**config.mk**
```make
export PLATFORM = sky130hd
export DESIGN_NAME = fetch_unit
export DESIGN_NICKNAME = d
export VERILOG_FILES = /design/src/rtl/fetch_unit.sv
export SDC_FILE = /design/constraint.sdc
export NUM_CORES = 1
export LEC_CHECK = 0
export CAP_MARGIN = 5
export CORE_MARGIN = 10
export CORE_UTILIZATION = 30
export CTS_BUF_LIST = sky130_fd_sc_hd__clkbuf_4 sky130_fd_sc_hd__clkbuf_8 sky130_fd_sc_hd__clkbuf_16
export CTS_CLUSTER_SIZE = 16
export DETAILED_ROUTE_END_ITERATION = 10
export PLACE_DENSITY = 0.56
export SLEW_MARGIN = 20
export SYNTH_ARGS = -nofsm -noshare
export SYNTH_HDL_FRONTEND = slang
export SYNTH_SLANG_ARGS = --single-unit
export TNS_END_PERCENT = 100
```
**constraint.sdc**
```tcl
create_clock -name clk -period 8.7 [get_ports clk]
set_clock_uncertainty 0.2 [all_clocks]
set_input_delay 1.305 -clock clk [delete_from_list [all_inputs] [get_ports clk]]
set_output_delay 1.305 -clock clk [all_outputs]
set_load 0.02 [all_outputs]
```
**src/rtl/fetch_unit.sv**
```systemverilog
`default_nettype none
// ============================================================================
// Module : fetch_unit
// Desc   : RV32 fetch stage - PC stream, imem request issue, prefetch queue,
//          decode handoff and branch redirect with in-flight discard.
// Rev    : 1.0  initial release
// ============================================================================
module fetch_unit #(
  parameter int              XLEN            = 32,
  parameter logic [XLEN-1:0] RESET_PC        = '0,
  parameter int              QUEUE_DEPTH     = 4,
  parameter int              MAX_OUTSTANDING = 2
) (
  input  logic            clk,
  input  logic            rst_n,
  output logic            imem_req_valid,
  input  logic            imem_req_ready,
  output logic [XLEN-1:0] imem_req_addr,
  input  logic            imem_rsp_valid,
  input  logic [31:0]     imem_rsp_data,
  input  logic            redirect_valid,
  input  logic [XLEN-1:0] redirect_pc,
  output logic            id_valid,
  input  logic            id_ready,
  output logic [31:0]     id_instr,
  output logic [XLEN-1:0] id_pc,
  output logic [XLEN-1:0] id_pc_incr
);

  localparam int c_cnt_w = $clog2(MAX_OUTSTANDING) + 1;
  localparam int c_q_w   = $clog2(QUEUE_DEPTH) + 1;
  localparam int c_ptr_w = $clog2(QUEUE_DEPTH);

  localparam logic [XLEN-1:0]    c_pc_step = XLEN'(4);
  localparam logic [c_cnt_w-1:0] c_cnt_one = c_cnt_w'(1);
  localparam logic [c_q_w-1:0]   c_q_one   = c_q_w'(1);
  localparam logic [c_ptr_w-1:0] c_ptr_one = c_ptr_w'(1);

  logic [XLEN-1:0]    r_fetch_pc;
  logic [XLEN-1:0]    r_rsp_pc;
  logic [c_cnt_w-1:0] r_outstanding;
  logic [c_cnt_w-1:0] r_drop_cnt;
  logic [c_q_w-1:0]   r_count;
  logic [c_ptr_w-1:0] r_wr_ptr;
  logic [c_ptr_w-1:0] r_rd_ptr;
  logic [31:0]        r_q_instr [QUEUE_DEPTH];
  logic [XLEN-1:0]    r_q_pc    [QUEUE_DEPTH];

  logic               w_can_issue;
  logic               w_req_fire;
  logic               w_rsp_take;
  logic               w_push;
  logic               w_pop;
  logic [c_cnt_w-1:0] w_out_next;
  logic [XLEN-1:0]    w_redirect_pc;

  // Every issued request has a reserved queue slot, so a response never overflows.
  assign w_can_issue = (int'(r_outstanding) < MAX_OUTSTANDING) &&
                       (int'(r_outstanding) + int'(r_count) < QUEUE_DEPTH);

  assign imem_req_valid = rst_n && w_can_issue;
  assign imem_req_addr  = r_fetch_pc;

  assign w_req_fire    = imem_req_valid && imem_req_ready;
  assign w_rsp_take    = imem_rsp_valid && (r_outstanding != '0);
  assign w_push        = w_rsp_take && (r_drop_cnt == '0) && !redirect_valid;
  assign w_pop         = id_valid && id_ready;
  assign w_redirect_pc = {redirect_pc[XLEN-1:2], 2'b00};

  always_comb begin
    w_out_next = r_outstanding;
    if (w_req_fire) w_out_next = w_out_next + c_cnt_one;
    if (w_rsp_take) w_out_next = w_out_next - c_cnt_one;
  end

  always_ff @(posedge clk or negedge rst_n) begin
    if (!rst_n) begin
      r_fetch_pc    <= RESET_PC;
      r_rsp_pc      <= RESET_PC;
      r_outstanding <= '0;
      r_drop_cnt    <= '0;
      r_count       <= '0;
      r_wr_ptr      <= '0;
      r_rd_ptr      <= '0;
    end else begin
      r_outstanding <= w_out_next;
      if (redirect_valid) begin
        // Everything still in flight after this edge belongs to the old path.
        r_fetch_pc <= w_redirect_pc;
        r_rsp_pc   <= w_redirect_pc;
        r_drop_cnt <= w_out_next;
        r_count    <= '0;
        r_wr_ptr   <= '0;
        r_rd_ptr   <= '0;
      end else begin
        if (w_req_fire) r_fetch_pc <= r_fetch_pc + c_pc_step;
        if (w_push) begin
          r_rsp_pc <= r_rsp_pc + c_pc_step;
          r_wr_ptr <= r_wr_ptr + c_ptr_one;
        end
        if (w_rsp_take && (r_drop_cnt != '0)) r_drop_cnt <= r_drop_cnt - c_cnt_one;
        if (w_pop) r_rd_ptr <= r_rd_ptr + c_ptr_one;
        if (w_push && !w_pop)      r_count <= r_count + c_q_one;
        else if (!w_push && w_pop) r_count <= r_count - c_q_one;
      end
    end
  end

  always_ff @(posedge clk) begin
    if (w_push) begin
      r_q_instr[r_wr_ptr] <= imem_rsp_data;
      r_q_pc[r_wr_ptr]    <= r_rsp_pc;
    end
  end

  // Head fields read as zero while the queue is empty (including reset).
  assign id_valid   = (r_count != '0);
  assign id_instr   = id_valid ? r_q_instr[r_rd_ptr] : '0;
  assign id_pc      = id_valid ? r_q_pc[r_rd_ptr] : '0;
  assign id_pc_incr = id_valid ? (r_q_pc[r_rd_ptr] + c_pc_step) : '0;

endmodule
`default_nettype wire

```
==> metrics.yaml, run 1 <==
global_route:
  grt_max_degree: 63
  antenna_found_initial: 0
  grt_pass1_vias: 9044
  grt_use_total_pct: 12.75
  grt_remaining_overflow: 0
  grt_first_pass_wirelength_um: 55860
hold_path:
  whs_endpoint: "r_wr_ptr[1]"
  hold_start: "r_wr_ptr[1]"
  hold_path_class: "reg -> reg"
  holdPathStages: 2
sta:
  max_freq_mhz: 165.7
  period_share_pct: 69.38
  slew_viol_final: 0
  hold_viol: 0
  rsz0062_at_grt: "false"
  setup_tns_ns: 0
  fin_crit_ns: 6.036
  tightestPinTransition_ns: 1.041
  finalSetupViolCount: 0
  max-slew-margin-rel_pct: 30.61
worst_setup_path:
  reg2reg_depth: 11
  cp_top_family: "simple AND/OR/NAND/NOR gates"
  r2r_start: "r_count[0]"
  cp.arrival_ns: 4.53
  r2r_end: "r_count[2]"
  worstSetupStartpointType: "flip-flop"
  slowest_stage: "dfrtp_4"
  worstSetupPathType: "reg -> out"
  r2r_slack_ns: 5.45
  cp.required_ns: 7.19
  path_max_fanout: 41
  max_stage_delay_ns: 0.99
  path_cells: "mux4_2 > ha_1 > nand3_1 > or4_1 > or3_1 > a21oi_1 > clkdlybuf4s50_1"
  critPathBufInv: 1
  worstSetupEndpointType: "output pin"
finish:
  drive_gt1_share_pct: 15.21
  areaGrowthSynthToFinish_pct: 26.34
  fin_nets: 1219
  antenna_cells: 0
  fin_area_sq_mm: 0.01805
  nFillCells: 4463
synth:
  yosysWarnings: 0
  ys_async_sr_fraction_pct: 22.26
  synth-adder-area-share_pct: 1.016
  synth.avg_cell_area_sq_um: 15.23
  yosys.area_share.simple_pct: 11.53
  netlist_instances: 938
  synth_cell_types: 48
  synth_top_family_by_area: "multiplexers"
  synth_seq_area_share_pct: 64.56
  synth_compound_area_share_pct: 2.443
  netlist_area_sq_mm: 0.01429
  synth_xor_area_share_pct: 4.291
  synth_enable_flop_cells: 248
  synth-seq-cells: 319
  synthMuxAreaShare_pct: 13.75
  ys.flop_type: "edfxtp_1"
floorplan:
  die_y_um: 238.2
  io_pins: 200
  die_area_sq_mm: 0.05675
  start_util_pct: 30.49
  die_w_um: 238.2
  rows: 79
  fp.coreArea_sq_mm: 0.04685
drt:
  post-route-drc-count: 0
  drtIter0Drc: 533
  postRouteAntennaNets: 0
  wire_per_inst_um: 20.71
  wl_um: 36680
  via_per_inst: 4.893
  drtPass1Iterations: 5
  vias: 8666
pwr:
  combinationalPowerShare_pct: 36.4
  p_sw_share_pct: 33.38
  clkPwrFrac_pct: 28.8
  power.density_mw_per_mm2: 301.4
  ir_worst_vdd_mv: 0.1443
  share_seq_of_total_power_pct: 34.8
  p_int_w: 0.003624
  p_leak_nw: 6.046
  p_sw_w: 0.001816
clocking:
  cts.path.max_buffers: 3
  ctsResizeCount: 0
  clk_pin_slew_worst_paths_ns: 0.06
  cts_root_buffer: "clkbuf_16"
  clk_latency_ns: 0.54
  cts_hold_buf: 0
  htree_levels: 2
  cts_sinks: 319
  cts_tree: "done"
  post_cts_buffers: 0
  numCtsBuffers: 37
placed_design:
  placed_area_sq_mm: 0.01683
  dp_hpwl_um: 24040
  gp_congestion: 0.7675
  portBuffers: 191
run_status:
  status: "completed"
run:
  max_cap_violations: 0
sequential cells by signal, indices dropped and copies added (netlist names):
signal         cells
r_rsp_pc          30
r_wr_ptr           2
r_rd_ptr           2
r_q_pc           120
r_q_instr        128
imem_req_addr     30
r_outstanding      2
r_count            3
r_drop_cnt         2
worst min-delay path, cell delays in order (launching register included):
cell and delay (ns):
dfrtp_1 0.41, nand2_1 0.07, a21oi_1 0.06
Yosys cell counts, types with 2 or more instances:
cell,number,area share (%)
nor2_1,47,1.2
nand3b_1,2,0.11
nand3_1,30,1.1
buf_6,2,0.16
nor3_1,23,0.81
o21a_1,2,0.11
and3_1,17,0.74
nor4b_1,3,0.18
o31a_1,3,0.18
a21oi_1,22,0.77
buf_2,7,0.25
nor4_1,18,0.79
nand4_1,25,1.1
mux2i_1,5,0.35
nand2_1,33,0.87
ha_1,10,0.88
or4_1,4,0.21
buf_4,9,0.47
inv_1,22,0.58
nand2b_1,4,0.18
and2_1,70,3.1
and4_1,8,0.49
mux2_2,42,3.3
dfrtp_1,71,12
mux4_2,50,7.9
o21ai_0,17,0.60
clkbuf_1,25,0.66
mux4_1,12,2.2
xnor2_1,41,2.5
buf_1,5,0.13
or3_1,12,0.53
edfxtp_1,248,52
xor2_1,29,1.8
a211oi_1,4,0.21
a31oi_1,3,0.13
stage by stage:
step / total power [W] / utilization, % / std cells / hold slack (ns) / worst slack (ns)
after detailed placement: 0.003949 / 35.93 / 1706 / 0.3738 / 3.122
after CTS: 0.005544 / 38.53 / 1771 / 0.3821 / 2.526
final: 0.005440 / 38.53 / 1771 / 0.3773 / 2.664
after global placement: 0.003937 / 35.93 / 1706 / 0.3606 / 3.179
after global routing: 0.005726 / 38.53 / 1771 / 0.4055 / 2.244
after floorplan: 0.003040 / - / 943 / 0.2960 / 4.484
layer usage:
layer,wire length (um),part of all wire [%],vias to the layer above,track usage (%)
met5,0,0,-,0
met4,705,1.9,0,3.922
met3,2861,7.8,46,3.769
met2,16730,46,236,19.94
met1,16380,45,4383,16.78
li1,-,-,4001,-
worst max-delay path by stage:
stage	start	to	slack [ns]	cells after the start
floorplan	r_rd_ptr[0]	id_pc_incr[22]	4.48	9
global placement	r_rd_ptr[0]	id_pc_incr[24]	3.18	7
detailed placement	r_rd_ptr[0]	id_pc_incr[20]	3.12	7
CTS	r_rd_ptr[0]	id_pc_incr[20]	2.53	7
global route	r_rd_ptr[0]	id_pc_incr[20]	2.24	7
finish	r_rd_ptr[0]	id_pc_incr[30]	2.66	7
cell type report:
cell class / count / area [sq um] / share of cell area [%]
well taps: 607 / 759.5 / 4.207
inverters: 22 / 82.58 / 0.4575
flip-flops and latches: 319 / 9229 / 51.13
repair buffers: 205 / 2012 / 11.15
clock buffers: 45 / 985.9 / 5.462
clock inverters: 20 / 230.2 / 1.275
multi-input cells: 553 / 4752 / 26.33
kinds of logic after synthesis:
logic type                 after synthesis
and+or+nand+nor                        299
xor gates and xnor gates                70
other                                    1
AOI/OAI and AO/OA                       58
muxes                                  109
adders and majority gates               11
DFF                                    319
buffers and inverters                   71
cells in the final DEF, fill, tap and decap left out, drive strengths merged, types with 18 or more instances in the layout:
cell type / n
nand2: 33
nor3: 23
dfrtp: 71
nor4: 18
mux4: 62
inv: 24
xnor2: 41
xor2: 29
edfxtp: 248
clkdlybuf4s50: 190
and2: 70
a21oi: 22
nor2: 47
nand3: 30
mux2: 42
nand4: 26
clkbuf: 45
power groups by stage:
stage	Sequential (W)	Clock, W	Combinational, W
2_1_floorplan	0.00186	0	0.00118
3_3_place_gp	0.00192	0	0.00201
3_5_place_dp	0.00193	0	0.00202
6_report	0.00189	0.00157	0.00198
4_1_cts	0.00190	0.00162	0.00203
5_1_grt	0.00192	0.00168	0.00213
(Power assumes the default switching activity.)
==> run 2: changes to the inputs <==
--- a/config.mk
+++ b/config.mk
@@ -11,7 +11,7 @@
 export CTS_BUF_LIST = sky130_fd_sc_hd__clkbuf_4 sky130_fd_sc_hd__clkbuf_8 sky130_fd_sc_hd__clkbuf_16
 export CTS_CLUSTER_SIZE = 16
 export DETAILED_ROUTE_END_ITERATION = 10
-export PLACE_DENSITY = 0.56
+export PLACE_DENSITY = 0.58
 export SLEW_MARGIN = 20
 export SYNTH_ARGS = -nofsm -noshare
 export SYNTH_HDL_FRONTEND = slang
==> constraint.sdc (replaced) <==
create_clock -name clk -period 4.9 [get_ports clk]
set_clock_uncertainty 0.2 [all_clocks]
set_input_delay 0.735 -clock clk [delete_from_list [all_inputs] [get_ports clk]]
set_output_delay 0.735 -clock clk [all_outputs]
set_load 0.02 [all_outputs]
==> run 2 against run 1 <==
Effect of this change:
- routed wire length up 0.70%
- power up 77%
- clock-buffer cell count up 3
- sequential power up 75%
- flip-flop and latch count unchanged
- clock power up 71%
- critical path depth up 1
- first-iteration DRC count down 18%
- die area unchanged
- sequential share of layout area down 0.52 points
- worst hold slack worse by 0.28 ns
- final area up 1.1%
==> metrics.yaml, run 2 (synthesized netlist as in run 1, its figures left out) <==
clocking:
  htree_levels: 2  # unchanged
  cts_root_buffer: "clkbuf_16"  # unchanged
  cts_sinks: 319  # unchanged
  cts_tree: "done"  # unchanged
  clk_latency_ns: 0.53  # was 0.54 ns
  cts.path.max_buffers: 3  # unchanged
  clk_pin_slew_worst_paths_ns: 0.06  # about the same
  cts_hold_buf: 0  # unchanged
  numCtsBuffers: 37  # unchanged
pwr:
  ir_worst_vdd_mv: 0.2156  # was 0.1443 mV
  p_leak_nw: 6.189  # was 6.046 nW
  share_seq_of_total_power_pct: 34.4  # was 34.8%
  combinationalPowerShare_pct: 37.7  # was 36.4%
  power.density_mw_per_mm2: 528.2  # was 301.4 mW/mm^2
  p_sw_share_pct: 33.45  # was 33.38%
  p_sw_w: 0.003223  # was 0.001816 W
  p_int_w: 0.006411  # was 0.003624 W
  clkPwrFrac_pct: 27.9  # was 28.8%
run:
  max_cap_violations: 0  # unchanged
finish:
  seq_area_sq_mm: 0.009231  # was 0.009229 sq mm
  reg.largest.list: "r_q_instr (128), r_q_pc (120)"  # unchanged
  largest_reg_flops: 128  # unchanged
  multi_input_area_sq_mm: 0.004767  # was 0.004752 sq mm
  drive_gt1_share_pct: 16.48  # was 15.21%
  largest-register: "r_q_instr"  # unchanged
  final_cell_mix: "edfxtp_1 (248), clkdlybuf4s50_1 (186), dfrtp_1 (69), and2_1 (66), mux4_2 (50)"  # was edfxtp_1 (248), clkdlybuf4s50_1 (190), dfrtp_1 (69), and2_1 (66), mux4_2 (50)
  nFillCells: 4400  # was 4463
  final_common_cell: "edfxtp_1"  # unchanged
  fin_nets: 1235  # was 1219
  antenna_cells: 0  # unchanged
  areaGrowthSynthToFinish_pct: 27.67  # was 26.34%
drt:
  wire_per_inst_um: 20.71  # about the same
  via_per_inst: 4.908  # was 4.893
  drtPass1Iterations: 5  # unchanged
  wl_um: 36940  # was 36680 um
  vias: 8755  # was 8666
  postRouteAntennaNets: 0  # unchanged
  post-route-drc-count: 0  # unchanged
  drtIter0Drc: 435  # was 533
global_route:
  grt_use_total_pct: 12.80  # was 12.75%
  grt_remaining_overflow: 0  # unchanged
  antenna_found_initial: 0  # unchanged
  grt_first_pass_wirelength_um: 55810  # was 55860 um
  grt_max_degree: 63  # unchanged
  grt_pass1_vias: 9102  # was 9044
floorplan:
  start_util_pct: 30.49  # unchanged
  die_y_um: 238.2  # unchanged
  die_w_um: 238.2  # unchanged
  io_pins: 200  # unchanged
  fp.coreArea_sq_mm: 0.04685  # unchanged
  rows: 79  # unchanged
  die_area_sq_mm: 0.05675  # unchanged
worst_setup_path:
  cp_top_family: "simple AND/OR/NAND/NOR gates"  # unchanged
  r2r_end: "imem_req_addr[23]"  # was r_count[2]
  worstSetupStartpointType: "flip-flop"  # unchanged
  max_stage_delay_ns: 0.64  # was 0.99 ns
  slowest_stage: "clkdlybuf4s50_1"  # was dfrtp_4
  crit_top_cell: "buf_4"
  critPathBufInv: 3  # was 1
  worstSetupPathType: "reg -> out"  # unchanged
  cp.required_ns: 3.96  # was 7.19 ns
  r2r_slack_ns: 1.31  # was 5.45 ns
  path_max_fanout: 15  # was 41
  path_cells: "buf_4 > mux4_2 > nand4_2 > or4_1 > buf_4 > or3_1 > a21oi_1 > clkdlybuf4s50_1"  # was mux4_2 > ha_1 > nand3_1 > or4_1 > or3_1 > a21oi_1 > clkdlybuf4s50_1
  cp.arrival_ns: 3.83  # was 4.53 ns
  r2r_start: "r_count[1]"  # was r_count[0]
  reg2reg_depth: 6  # was 11
  worstSetupEndpointType: "output pin"  # unchanged
sta:
  max_freq_mhz: 209.8
  slew_viol_final: 0  # unchanged
  rsz0062_at_grt: "false"  # unchanged
  tightestPinTransition_ns: 0.9180  # was 1.041 ns
  hold_viol: 0  # unchanged
  fin_crit_ns: 4.767
  setup_tns_ns: 0  # unchanged
  max-slew-margin-rel_pct: 37.94  # was 30.61%
  hold-worst-slack_ns: 0.09337  # was 0.3773 ns
  period_share_pct: 97.28
  finalSetupViolCount: 0  # unchanged
placed_design:
  portBuffers: 191  # unchanged
  dp_hpwl_um: 25370  # was 24040 um
  gp_congestion: 0.7616  # was 0.7675
run_status:
  status: "completed"  # unchanged
hold_path:
  hold_path_class: "in -> async"  # was reg -> reg
-- run 2: per-layer routing --
metal  vias to the layer above  global-route usage (%)  share of wire [%]
met5                         -                       0                  0
li1                       4013                       -                  -
met2                       230                   20.33                 46
met3                        43                   3.285                6.5
met1                      4469                   17.06                 45
met4                         0                   3.495                1.8
-- run 2: cell type report --
| type | count | area share [%] |
|---|---|---|
| Clock buffer | 48 | 5.659 |
| Clock inverter | 14 | 0.8780 |
| Inverter | 22 | 0.4527 |
| Multi-Input combinational cell | 553 | 26.13 |
| Sequential cell | 319 | 50.61 |
| Tap cell | 607 | 4.164 |
| Timing Repair Buffer | 221 | 12.11 |
-- run 2: worst max-delay path by stage --
stage	from	endpoint	slack, ns	cells past startpoint
finish	r_rd_ptr[0]	id_pc_incr[23]	0.13	8
detailed placement	r_rd_ptr[1]	id_pc_incr[31]	0.51	6
global route	r_rd_ptr[0]	id_pc_incr[29]	0.002	7
CTS	r_rd_ptr[0]	id_pc_incr[24]	0.01	6
global placement	r_rd_ptr[0]	id_pc_incr[31]	0.52	6
floorplan	r_rd_ptr[0]	id_pc_incr[22]	1.25	9
-- run 2: what timing repair did --
action                                  in CTS  in global routing
pin swaps                                    0                  1
setup buffers                                0                  1
gates cloned                                 0                  0
gates resized for setup                      2                  7
endpoints found under the setup margin       3                 11
-- run 2: power groups by stage --
stage	clock [W]	combinational (W)	sequential, W
detailed placement	0	0.00370	0.00336
finish	0.00269	0.00363	0.00331
global route	0.00288	0.00391	0.00334
CTS	0.00278	0.00371	0.00331
global placement	0	0.00369	0.00335
floorplan	0	0.00210	0.00330
-- run 2: metrics by stage --
stage	area, sq um	std cells	setup slack, ns	power (W)	utilization (%)
5_1_grt	18240	1784	0.002242	0.01013	38.93
4_1_cts	18210	1783	0.01348	0.009801	38.87
3_5_place_dp	17010	1721	0.5133	0.007067	36.31
6_report	18240	1784	0.1332	0.009634	38.93
3_3_place_gp	17010	1721	0.5246	0.007041	36.31
2_1_floorplan	14310	943	1.254	0.005397	-
==> run 3: changes to the inputs <==
--- a/config.mk
+++ b/config.mk
@@ -5,12 +5,12 @@
 export SDC_FILE = /design/constraint.sdc
 export NUM_CORES = 1
 export LEC_CHECK = 0
-export CAP_MARGIN = 5
 export CORE_MARGIN = 10
 export CORE_UTILIZATION = 30
 export CTS_BUF_LIST = sky130_fd_sc_hd__clkbuf_4 sky130_fd_sc_hd__clkbuf_8 sky130_fd_sc_hd__clkbuf_16
 export CTS_CLUSTER_SIZE = 16
 export DETAILED_ROUTE_END_ITERATION = 10
+export HOLD_SLACK_MARGIN = 0.03
 export PLACE_DENSITY = 0.58
 export SLEW_MARGIN = 20
 export SYNTH_ARGS = -nofsm -noshare
==> results of run 3 <==
Same layout as run 2: the final DEF is identical, and so are final timing and power.
